## config.mk

```make
export PLATFORM = sky130hd
export DESIGN_NAME = unary_state_encoder_flat
export DESIGN_NICKNAME = d
export VERILOG_FILES = /design/src/rtl/unary_pkg.sv /design/src/rtl/unary_state_encoder_if.sv /design/src/rtl/unary_state_encoder_thermo_to_bin.sv /design/src/rtl/unary_state_encoder.sv /design/src/flat_wrapper.sv
export SDC_FILE = /design/constraint.sdc
export NUM_CORES = 1
export LEC_CHECK = 0
export BUFFER_PORTS_ARGS = -buffer_cell sky130_fd_sc_hd__clkbuf_2
export CAP_MARGIN = 20
export CORE_MARGIN = 3
export CORE_UTILIZATION = 55
export CTS_BUF_LIST = sky130_fd_sc_hd__clkbuf_16
export CTS_CLUSTER_DIAMETER = 30
export DETAILED_ROUTE_END_ITERATION = 7
export GPL_ROUTABILITY_DRIVEN = 0
export PLACE_DENSITY = 0.78
export SETUP_SLACK_MARGIN = 0.05
export SYNTH_ARGS = -nofsm -noshare
export SYNTH_HDL_FRONTEND = slang
export SYNTH_SLANG_ARGS = --single-unit
```

## constraint.sdc

```tcl
create_clock -name CLK -period 6.8 [get_ports CLK]
set_input_delay 0.34 -clock CLK [delete_from_list [all_inputs] [get_ports CLK]]
set_output_delay 0.34 -clock CLK [all_outputs]
set_load 0.005 [all_outputs]
```

## src/rtl/unary_pkg.sv

```systemverilog
`default_nettype none
// ============================================================================
// Module   : unary_pkg
// Purpose  : Shared constants, FSM state encoding and thermometer-code helper
//            functions for the unary state encoder and its reference model.
// Contents : N_LEDS, ST_W      - unary word width / state width
//            state_t, S_*      - FSM state encoding
//            thermo_valid()    - word is a (possibly empty) thermometer code
//            popcount()        - number of set bits in a word
// Revision : 1.0 - initial release
// ============================================================================
package unary_pkg;

   // N_LEDS must stay equal to 2**ST_W - 1 so a full word's count fits ST_W.
   localparam int N_LEDS = 15;
   localparam int ST_W   = 4;

   typedef logic [1:0] state_t;
   localparam state_t S_IDLE  = 2'd0;
   localparam state_t S_CHECK = 2'd1;
   localparam state_t S_TRACK = 2'd2;

   // A thermometer code 0..01..1 plus one is a single power of two, so the
   // AND is zero. The extra top bit keeps all-ones from wrapping to zero
   // ambiguously and lets all-zeros through as well.
   function automatic logic thermo_valid(input logic [N_LEDS-1:0] w);
      logic [N_LEDS:0] e;
      e = {1'b0, w};
      return ((e & (e + (N_LEDS+1)'(1))) == '0);
   endfunction

   function automatic logic [ST_W-1:0] popcount(input logic [N_LEDS-1:0] w);
      logic [ST_W-1:0] c;
      c = '0;
      for (int i = 0; i < N_LEDS; i++) begin
         c = c + {{(ST_W-1){1'b0}}, w[i]};
      end
      return c;
   endfunction

endpackage
`default_nettype wire

```

## src/rtl/unary_state_encoder_if.sv

```systemverilog
`default_nettype none
// ============================================================================
// Module   : unary_state_encoder_if
// Purpose  : Word handshake, step tick and status bundle of the unary state
//            encoder.
// Signals  : IN_VALID/IN_READY - word handshake
//            UNARY, BTN        - thermometer word and its polarity
//            STEP              - step tick
//            ST, TARGET        - tracked and target state
//            BUSY, ERR, DONE   - status
// Modports : master - word source / status consumer
//            slave  - the encoder
// Revision : 1.0 - initial release
// ============================================================================
interface unary_state_encoder_if #(
   parameter int N_LEDS = unary_pkg::N_LEDS,
   parameter int ST_W   = unary_pkg::ST_W
);
   logic              IN_VALID;
   logic              IN_READY;
   logic [N_LEDS-1:0] UNARY;
   logic              BTN;
   logic              STEP;
   logic [ST_W-1:0]   ST;
   logic [ST_W-1:0]   TARGET;
   logic              BUSY;
   logic              ERR;
   logic              DONE;

   modport master (
      output IN_VALID, UNARY, BTN, STEP,
      input  IN_READY, ST, TARGET, BUSY, ERR, DONE
   );

   modport slave (
      input  IN_VALID, UNARY, BTN, STEP,
      output IN_READY, ST, TARGET, BUSY, ERR, DONE
   );
endinterface
`default_nettype wire

```

## src/rtl/unary_state_encoder_thermo_to_bin.sv

```systemverilog
`default_nettype none
// ============================================================================
// Module   : thermo_to_bin
// Purpose  : Combinational thermometer-word checker and counter.
// Ports    : i_word  - captured (polarity-corrected) unary word
//            o_valid - word is a thermometer code
//            o_count - number of lit LEDs
// Revision : 1.0 - initial release
// ============================================================================
module thermo_to_bin #(
   parameter int N_LEDS = unary_pkg::N_LEDS,
   parameter int ST_W   = unary_pkg::ST_W
) (
   input  logic [N_LEDS-1:0] i_word,
   output logic              o_valid,
   output logic [ST_W-1:0]   o_count
);
   import unary_pkg::*;

   assign o_valid = thermo_valid(i_word);
   assign o_count = popcount(i_word);

endmodule
`default_nettype wire

```

## src/rtl/unary_state_encoder.sv

```systemverilog
`default_nettype none
// ============================================================================
// Module   : unary_state_encoder
// Purpose  : Captures a unary (thermometer) word, checks it, converts it to a
//            target state and walks ST toward it one step per STEP tick.
// Ports    : CLK   - clock, rising edge
//            RST_N - synchronous active-low reset
//            bus   - slave side of unary_state_encoder_if (handshake, word,
//                    step tick, ST/TARGET, BUSY/ERR/DONE)
// Revision : 1.0 - initial release
// ============================================================================
module unary_state_encoder #(
   parameter int N_LEDS = unary_pkg::N_LEDS,
   parameter int ST_W   = unary_pkg::ST_W
) (
   input  logic                  CLK,
   input  logic                  RST_N,
   unary_state_encoder_if.slave  bus
);
   import unary_pkg::*;

   localparam logic [ST_W-1:0] c_st_one = ST_W'(1);

   state_t            r_state;
   state_t            w_next_state;
   logic [N_LEDS-1:0] r_word;
   logic [ST_W-1:0]   r_st;
   logic [ST_W-1:0]   r_target;
   logic              r_err;
   logic              r_done;
   logic              w_valid;
   logic [ST_W-1:0]   w_count;
   logic [ST_W-1:0]   w_st_step;
   logic              w_in_ready;
   logic              w_busy;

   thermo_to_bin #(
      .N_LEDS (N_LEDS),
      .ST_W   (ST_W)
   ) u_thermo_to_bin (
      .i_word  (r_word),
      .o_valid (w_valid),
      .o_count (w_count)
   );

   // TRACK is only entered with ST != TARGET, so this never wraps.
   assign w_st_step = (r_st < r_target) ? (r_st + c_st_one) : (r_st - c_st_one);

   // State register
   always_ff @(posedge CLK) begin
      if (!RST_N) begin
         r_state <= S_IDLE;
      end else begin
         r_state <= w_next_state;
      end
   end

   // Next-state logic
   always_comb begin
      w_next_state = r_state;
      case (r_state)
         S_IDLE: begin
            if (bus.IN_VALID) begin
               w_next_state = S_CHECK;
            end
         end
         S_CHECK: begin
            if (w_valid && (w_count != r_st)) begin
               w_next_state = S_TRACK;
            end else begin
               w_next_state = S_IDLE;
            end
         end
         S_TRACK: begin
            if (bus.STEP && (w_st_step == r_target)) begin
               w_next_state = S_IDLE;
            end
         end
         default: w_next_state = S_IDLE;
      endcase
   end

   // State-decoded outputs
   always_comb begin
      w_in_ready = (r_state == S_IDLE);
      w_busy     = (r_state == S_CHECK) || (r_state == S_TRACK);
   end

   // Capture, target and tracked-state registers
   always_ff @(posedge CLK) begin
      if (!RST_N) begin
         r_word   <= '0;
         r_st     <= '0;
         r_target <= '0;
         r_err    <= 1'b0;
         r_done   <= 1'b0;
      end else begin
         r_done <= 1'b0;
         case (r_state)
            S_IDLE: begin
               if (bus.IN_VALID) begin
                  r_word <= bus.BTN ? bus.UNARY : ~bus.UNARY;
               end
            end
            S_CHECK: begin
               if (w_valid) begin
                  r_target <= w_count;
                  r_err    <= 1'b0;
                  r_done   <= (w_count == r_st);
               end else begin
                  // Bubble: keep the last good target and ST untouched.
                  r_err <= 1'b1;
               end
            end
            S_TRACK: begin
               if (bus.STEP) begin
                  r_st   <= w_st_step;
                  r_done <= (w_st_step == r_target);
               end
            end
            default: ;
         endcase
      end
   end

   assign bus.IN_READY = w_in_ready;
   assign bus.BUSY     = w_busy;
   assign bus.ST       = r_st;
   assign bus.TARGET   = r_target;
   assign bus.ERR      = r_err;
   assign bus.DONE     = r_done;

endmodule
`default_nettype wire

```

## src/flat_wrapper.sv

```systemverilog
// flat-port wrapper written by rule: the top's interface ports become plain ports
module unary_state_encoder_flat import unary_pkg::*;
#(
   parameter int N_LEDS = unary_pkg::N_LEDS,
   parameter int ST_W   = unary_pkg::ST_W
)
  (CLK, RST_N, bus_IN_VALID, bus_UNARY, bus_BTN, bus_STEP, bus_IN_READY, bus_ST, bus_TARGET, bus_BUSY, bus_ERR, bus_DONE);
  unary_state_encoder_if #(.N_LEDS(N_LEDS), .ST_W(ST_W)) bus_i ();
  input  logic CLK;
  input  logic RST_N;
  input wire logic [$bits(bus_i.IN_VALID)-1:0] bus_IN_VALID;
  input wire logic [$bits(bus_i.UNARY)-1:0] bus_UNARY;
  input wire logic [$bits(bus_i.BTN)-1:0] bus_BTN;
  input wire logic [$bits(bus_i.STEP)-1:0] bus_STEP;
  output wire logic [$bits(bus_i.IN_READY)-1:0] bus_IN_READY;
  output wire logic [$bits(bus_i.ST)-1:0] bus_ST;
  output wire logic [$bits(bus_i.TARGET)-1:0] bus_TARGET;
  output wire logic [$bits(bus_i.BUSY)-1:0] bus_BUSY;
  output wire logic [$bits(bus_i.ERR)-1:0] bus_ERR;
  output wire logic [$bits(bus_i.DONE)-1:0] bus_DONE;
  assign bus_i.IN_VALID = bus_IN_VALID;
  assign bus_i.UNARY = bus_UNARY;
  assign bus_i.BTN = bus_BTN;
  assign bus_i.STEP = bus_STEP;
  assign bus_IN_READY = bus_i.IN_READY;
  assign bus_ST = bus_i.ST;
  assign bus_TARGET = bus_i.TARGET;
  assign bus_BUSY = bus_i.BUSY;
  assign bus_ERR = bus_i.ERR;
  assign bus_DONE = bus_i.DONE;
  unary_state_encoder #(.N_LEDS(N_LEDS), .ST_W(ST_W)) u_core (.CLK(CLK), .RST_N(RST_N), .bus(bus_i));
endmodule
```

==> impl_metrics.env, run 1 <==
export IMPL_startpoint="u_core.r_word[0]$_SDFFE_PN0P_"
export IMPL_synthCells=230
export IMPL_finalNetCount=303
export IMPL_finalHoldViolCount=0
export IMPL_fillerInstances=286
export IMPL_grt_overflow=0
export IMPL_die_area_sq_mm=0.00433
export IMPL_initial_core_util=0.580
export IMPL_hold_class="primary input to register"
export IMPL_dr_first_iter_drc_count=66
export IMPL_ys_async_sr_fraction=0
export IMPL_cts_sinks=27
export IMPL_finalCritPeriodShare=0.628
export IMPL_hold_slack_ns=0.468
export IMPL_antenna_found_initial=0
export IMPL_synth_top_cell_by_area="dfxtp_1"
export IMPL_final_core_util=0.657
export IMPL_worst_slew_pin_slew_ns=0.819
export IMPL_start_kind="register"
export IMPL_synth_top_area_frac=0.275
export IMPL_boundaryPins=32
export IMPL_timing_final_crit_period_ns=4.27
export IMPL_synth_avg_cell_area_sq_um=8.55
export IMPL_htree_num_levels=1
export IMPL_cts_setup_buffers=0
export IMPL_die_x_um=65.8
export IMPL_grt_max_degree=32
export IMPL_critical_path_max_stage_delay_ns=0.57
export IMPL_maxCapViolCount=0
export IMPL_numCtsBuffers=3
export IMPL_multi_input_area_sq_mm=0.00128
export IMPL_relSlewSlack=0.453
export IMPL_core_sq_mm=0.00339
export IMPL_timing_fmax_ghz=0.234
export IMPL_cts_tree="yes"
export IMPL_place_hpwl_mm=2.90
export IMPL_ant_nets=0
export IMPL_cp_end_kind="register"
export IMPL_synth_distinct_cells=35
export IMPL_path_cells="inv_1, fa_1, fa_1, fa_1, fa_1, fa_1, fa_1, xnor2_1, xnor2_1, nand3_1, a21oi_1, nand4b_1, o21ai_0"
export IMPL_clock_path_buffers=2
export IMPL_ys_ff_latch=27
export IMPL_area_growth_synth_to_final_pct=13.2
export IMPL_synth_top_flop_cell="dfxtp_1"
export IMPL_required_ns=6.93
export IMPL_worstPathArrival_ns=4.40
export IMPL_path_class="register to register"
export IMPL_netlist_area_sq_mm=0.00197
export IMPL_firstDrtPassIters=4
export IMPL_reg2reg_from="u_core.r_word[0]$_SDFFE_PN0P_"
export IMPL_wirelength_mm=3.78
export IMPL_cts_resized=0
export IMPL_clkTransAtPathRegs_ns=0.06
export IMPL_ys_warn_count=0
export IMPL_ys_seq_area_frac=0.275
export IMPL_cpMostUsedCell="fa_1"
export IMPL_grt_total_usage=0.196
export IMPL_diodes=0
export IMPL_status="finished, final reports clean"
export IMPL_leakage_nw=1.03
export IMPL_setup_tns_ns=0
export IMPL_synth_nets=275
export IMPL_routed_via_density=5.12
export IMPL_yosys_cell_count_top_type="nand2_1"
export IMPL_skew_ns=0.00292
export IMPL_path_max_fanout=4
export IMPL_peakVddDrop_v=0.000104
export IMPL_slew_viol_final=0
export IMPL_instances_no_fill=303
export IMPL_die_h_um=65.8
export IMPL_setup_violations=0
export IMPL_final_seq_area_sq_um=541
export IMPL_yosys_top_cells_count="32 x nand2_1, 29 x inv_1, 27 x dfxtp_1"
export IMPL_layout_drive_gt1_share=0.148
export IMPL_synth_area_top_cells="dfxtp_1 27%, fa_1 11%, ha_1 8.9%"
export IMPL_ctsHoldBuffers=0
export IMPL_fp_row_count=21
export IMPL_port_buffers=31
export IMPL_slowest_stage="fa_1"
export IMPL_synth_edf_count=0
export IMPL_wl_per_cell_um=12.5
export IMPL_cts_root_buf="clkbuf_16"
export IMPL_clkLatencyLatePin_ns=0.26
export IMPL_drc=0
export IMPL_grt_pass1_wl_mm=6.51
export IMPL_dr_total_vias=1551
export IMPL_dp_cells=299
export IMPL_grt_pass1_vias=1436
export IMPL_rsz0062_at_grt="false"
export IMPL_min_delay_start="bus_UNARY[8]"
export IMPL_power_density_mw_per_mm2=216
==> logic make-up after synthesis <==
family | after synthesis | synth area share
AO/OA/AOI/OAI | 46 | 0.142
adder cells (fa/ha/maj) | 25 | 0.201
flip-flops | 27 | 0.275
XOR/XNOR | 26 | 0.123
multiplexers | 2 | 0.0102
AND/OR/NAND/NOR | 66 | 0.176
buffers and inverters | 38 | 0.0732
==> worst max-delay path, delay by kind of cell, from the launching register on <==
family	cells	cell delay [ns]
adder cells (fa/ha/maj)	6	2.82
XOR/XNOR	2	0.39
flip-flops	1	0.38
AO/OA/AOI/OAI	2	0.24
AND/OR/NAND/NOR	2	0.22
buffers and inverters	1	0.10
==> power by group <==
| part | leakage [nW] | switching [mW] | internal, mW |
|---|---|---|---|
| Clock | 0.0423 | 0.0529 | 0.0787 |
| Sequential | 0.220 | 0.0106 | 0.168 |
| Combinational | 0.763 | 0.0913 | 0.0799 |
| Total | 1.03 | 0.155 | 0.326 |
==> state kept, by name, summed over array words and instances, names as in the netlist <==
signal             cells
u_core.bus.DONE        1
u_core.bus.TARGET      4
u_core.r_word         15
u_core.r_state         2
u_core.bus.ERR         1
u_core.bus.ST          4
==> per-stage QoR <==
stage          area [sq um]  setup WS (ns)  power [mW]
5_1_grt                2230           2.30       0.518
2_1_floorplan          1970           2.80       0.314
6_report               2230           2.53       0.481
3_5_place_dp           2150           2.56       0.351
4_1_cts                2230           2.52       0.485
3_3_place_gp           2150           2.69       0.342
==> final timing paths <==
path,endpoint,slack [ns],cells after the start
min,u_core.r_word[8]$_SDFFE_PN0P_,0.47,4
max reg2reg,u_core.r_state[1]$_SDFFE_PN0P_,2.53,13
max,u_core.r_state[1]$_SDFFE_PN0P_,2.53,13
min reg2reg,u_core.bus.ERR$_SDFFE_PN0P_,0.51,2
==> cell usage in the layout, fill, tap and decap left out, drive strengths merged, types with 2 or more instances in the layout <==
cell    synthesis  final
clkbuf          7     34
nand2          32     32
inv            30     31
dfxtp          27     27
o21ai          24     24
and2           19     19
xor2           18     18
ha             14     14
fa             11     11
a21oi           8      8
xnor2           7      7
o211a           4      4
nor2b           4      4
a21o            2      2
nand3           2      2
o31ai           2      2
nor3            2      2
mux2i           2      2
==> area by class of cell <==
cell class,count,share of cell area
Clock inverter,1,0.00169
Sequential cell,27,0.243
Tap cell,46,0.0258
Inverter,30,0.0506
Timing Repair Buffer,31,0.0697
Clock buffer,3,0.0337
Multi-Input combinational cell,165,0.576
==> per-layer routing <==
metal / routed length [um] / vias to the layer above / GRT usage
li1: - / 796 / -
met1: 1660 / 715 / 0.233
met2: 1930 / 36 / 0.348
met3: 146 / 4 / 0.0391
met4: 51 / 0 / 0.0674
met5: 0 / - / 0
Note: power is estimated with default switching activity, not from simulation.
==> run 2, diff against run 1 <==
CORE_UTILIZATION = 51   (was 55)
PLACE_DENSITY = 0.76   (was 0.78)
clock period = 3.9 ns   (was 6.8 ns; I/O delays follow)
==> impl_metrics.env, run 2 (synthesized netlist as in run 1, its figures left out) <==
export IMPL_finalCritPeriodShare=1.02
export IMPL_skew_ns=0.00241
export IMPL_worstPathArrival_ns=4.13
export IMPL_grt_overflow=0
export IMPL_maxCapViolCount=0
export IMPL_drc=0
export IMPL_antenna_found_initial=0
export IMPL_slowest_stage="fa_1"
export IMPL_required_ns=4.05
export IMPL_path_max_fanout=2
export IMPL_numCtsBuffers=3
export IMPL_fin_ws_ns=-0.0828
export IMPL_fp_row_count=21
export IMPL_dr_total_vias=1593
export IMPL_start_kind="register"
export IMPL_diodes=0
export IMPL_hold_class="primary input to register"
export IMPL_peakVddDrop_v=0.000190
export IMPL_regMostFlops="u_core.r_word"
export IMPL_ant_nets=0
export IMPL_path_cells="inv_2, fa_1, fa_1, fa_1, fa_1, fa_2, fa_2, xor2_1, nand3_1, a21oi_2, nand4b_1, o21ai_1"
export IMPL_die_x_um=68.1
export IMPL_clkTransAtPathRegs_ns=0.06
export IMPL_mostFrequentLayoutCells="32 x nand2_1, 31 x clkbuf_2, 28 x inv_1"
export IMPL_instances_no_fill=313
export IMPL_setup_violations=2
export IMPL_grt_pass1_vias=1585
export IMPL_place_hpwl_mm=3.02
export IMPL_rsz0062_at_grt="true"
export IMPL_cts_tree="yes"
export IMPL_path_class="register to register"
export IMPL_firstDrtPassIters=4
export IMPL_boundaryPins=32
export IMPL_clock_path_buffers=2
export IMPL_initial_core_util=0.559
export IMPL_hold_slack_ns=0.320
export IMPL_die_area_sq_mm=0.00464
export IMPL_timing_fmax_ghz=0.251
export IMPL_setup_tns_ns=-0.143
export IMPL_fillerInstances=318
export IMPL_finalNetCount=313
export IMPL_critical_path_max_stage_delay_ns=0.57
export IMPL_timing_final_crit_period_ns=3.98
export IMPL_multi_input_area_sq_mm=0.00130
export IMPL_dr_first_iter_drc_count=50
export IMPL_status="complete, but fails checks"
export IMPL_largest_register_ffs=15
export IMPL_clkLatencyLatePin_ns=0.26
export IMPL_grt_max_degree=32
export IMPL_dp_cells=306
export IMPL_core_sq_mm=0.00352
export IMPL_port_buffers=31
export IMPL_die_h_um=68.1
export IMPL_cts_sinks=27
export IMPL_area_growth_synth_to_final_pct=18.1
export IMPL_slew_viol_final=0
export IMPL_layout_drive_gt1_share=0.213
export IMPL_violations="setup timing"
export IMPL_power_density_mw_per_mm2=377
export IMPL_cts_root_buf="clkbuf_16"
export IMPL_layout_commonest_cell="nand2_1"
export IMPL_relSlewSlack=0.463
export IMPL_grt_pass1_wl_mm=6.83
export IMPL_wirelength_mm=3.97
export IMPL_wl_per_cell_um=12.7
export IMPL_place_ws_ns=-0.139
export IMPL_routed_via_density=5.09
export IMPL_grt_total_usage=0.194
export IMPL_leakage_nw=1.08
export IMPL_htree_num_levels=1
export IMPL_cp_end_kind="register"
export IMPL_cpMostUsedCell="fa_1"
export IMPL_worst_slew_pin_slew_ns=0.804
export IMPL_ctsHoldBuffers=0
export IMPL_finalHoldViolCount=0
export IMPL_final_seq_area_sq_um=544
## run 2: worst max-delay path, delay by kind of cell, from the launching register on
family,cells,cell delay (ns)
buf+inv,1,0.05
simple gates,2,0.23
flops,1,0.33
compound gates,2,0.22
fa+ha+maj,6,2.89
xor+xnor,1,0.15
## run 2: final cells by class
class | count | area share
Sequential cell | 27 | 0.234
Tap cell | 46 | 0.0248
Clock buffer | 3 | 0.0323
Inverter | 30 | 0.0485
Timing Repair Buffer | 41 | 0.0991
Multi-Input combinational cell | 165 | 0.559
Clock inverter | 1 | 0.00215
## run 2: path summary, 6_finish.rpt
path | startpoint | slack [ns] | end | depth (start not counted)
setup / recovery | u_core.r_word[0]$_SDFFE_PN0P_ | -0.08 | u_core.r_state[1]$_SDFFE_PN0P_ | 12
hold / removal | bus_IN_VALID | 0.32 | u_core.r_state[0]$_SDFFE_PN0P_ | 4
setup reg to reg | u_core.r_word[0]$_SDFFE_PN0P_ | -0.08 | u_core.r_state[1]$_SDFFE_PN0P_ | 12
hold reg to reg | u_core.bus.ERR$_SDFFE_PN0P_ | 0.54 | u_core.bus.ERR$_SDFFE_PN0P_ | 2
## run 2: report_power, final
part	internal (mW)	switching [mW]
Sequential	0.293	0.0164
Clock	0.138	0.0945
Combinational	0.162	0.173
Total	0.593	0.284
## run 2: per-layer routing
layer,global-route usage,part of all wire,wire length (um)
met1,0.240,0.46,1820
met2,0.345,0.49,1960
met3,0.0246,0.033,132
met4,0.0596,0.014,57
met5,0,0,0
## run 2: stage by stage
step | utilization | power [mW] | area, sq um
CTS | 0.658 | 0.876 | 2320
global placement | 0.629 | 0.618 | 2210
floorplan | - | 0.557 | 1980
finish | 0.660 | 0.877 | 2320
detailed placement | 0.629 | 0.632 | 2210
global route | 0.660 | 0.943 | 2320
## run 2: repair_timing
action / in CTS / in global routing
endpoints found under the setup margin: 2 / 2
buffers inserted: 2 / 1
resized for setup: 6 / 0
pin swaps: 2 / 2
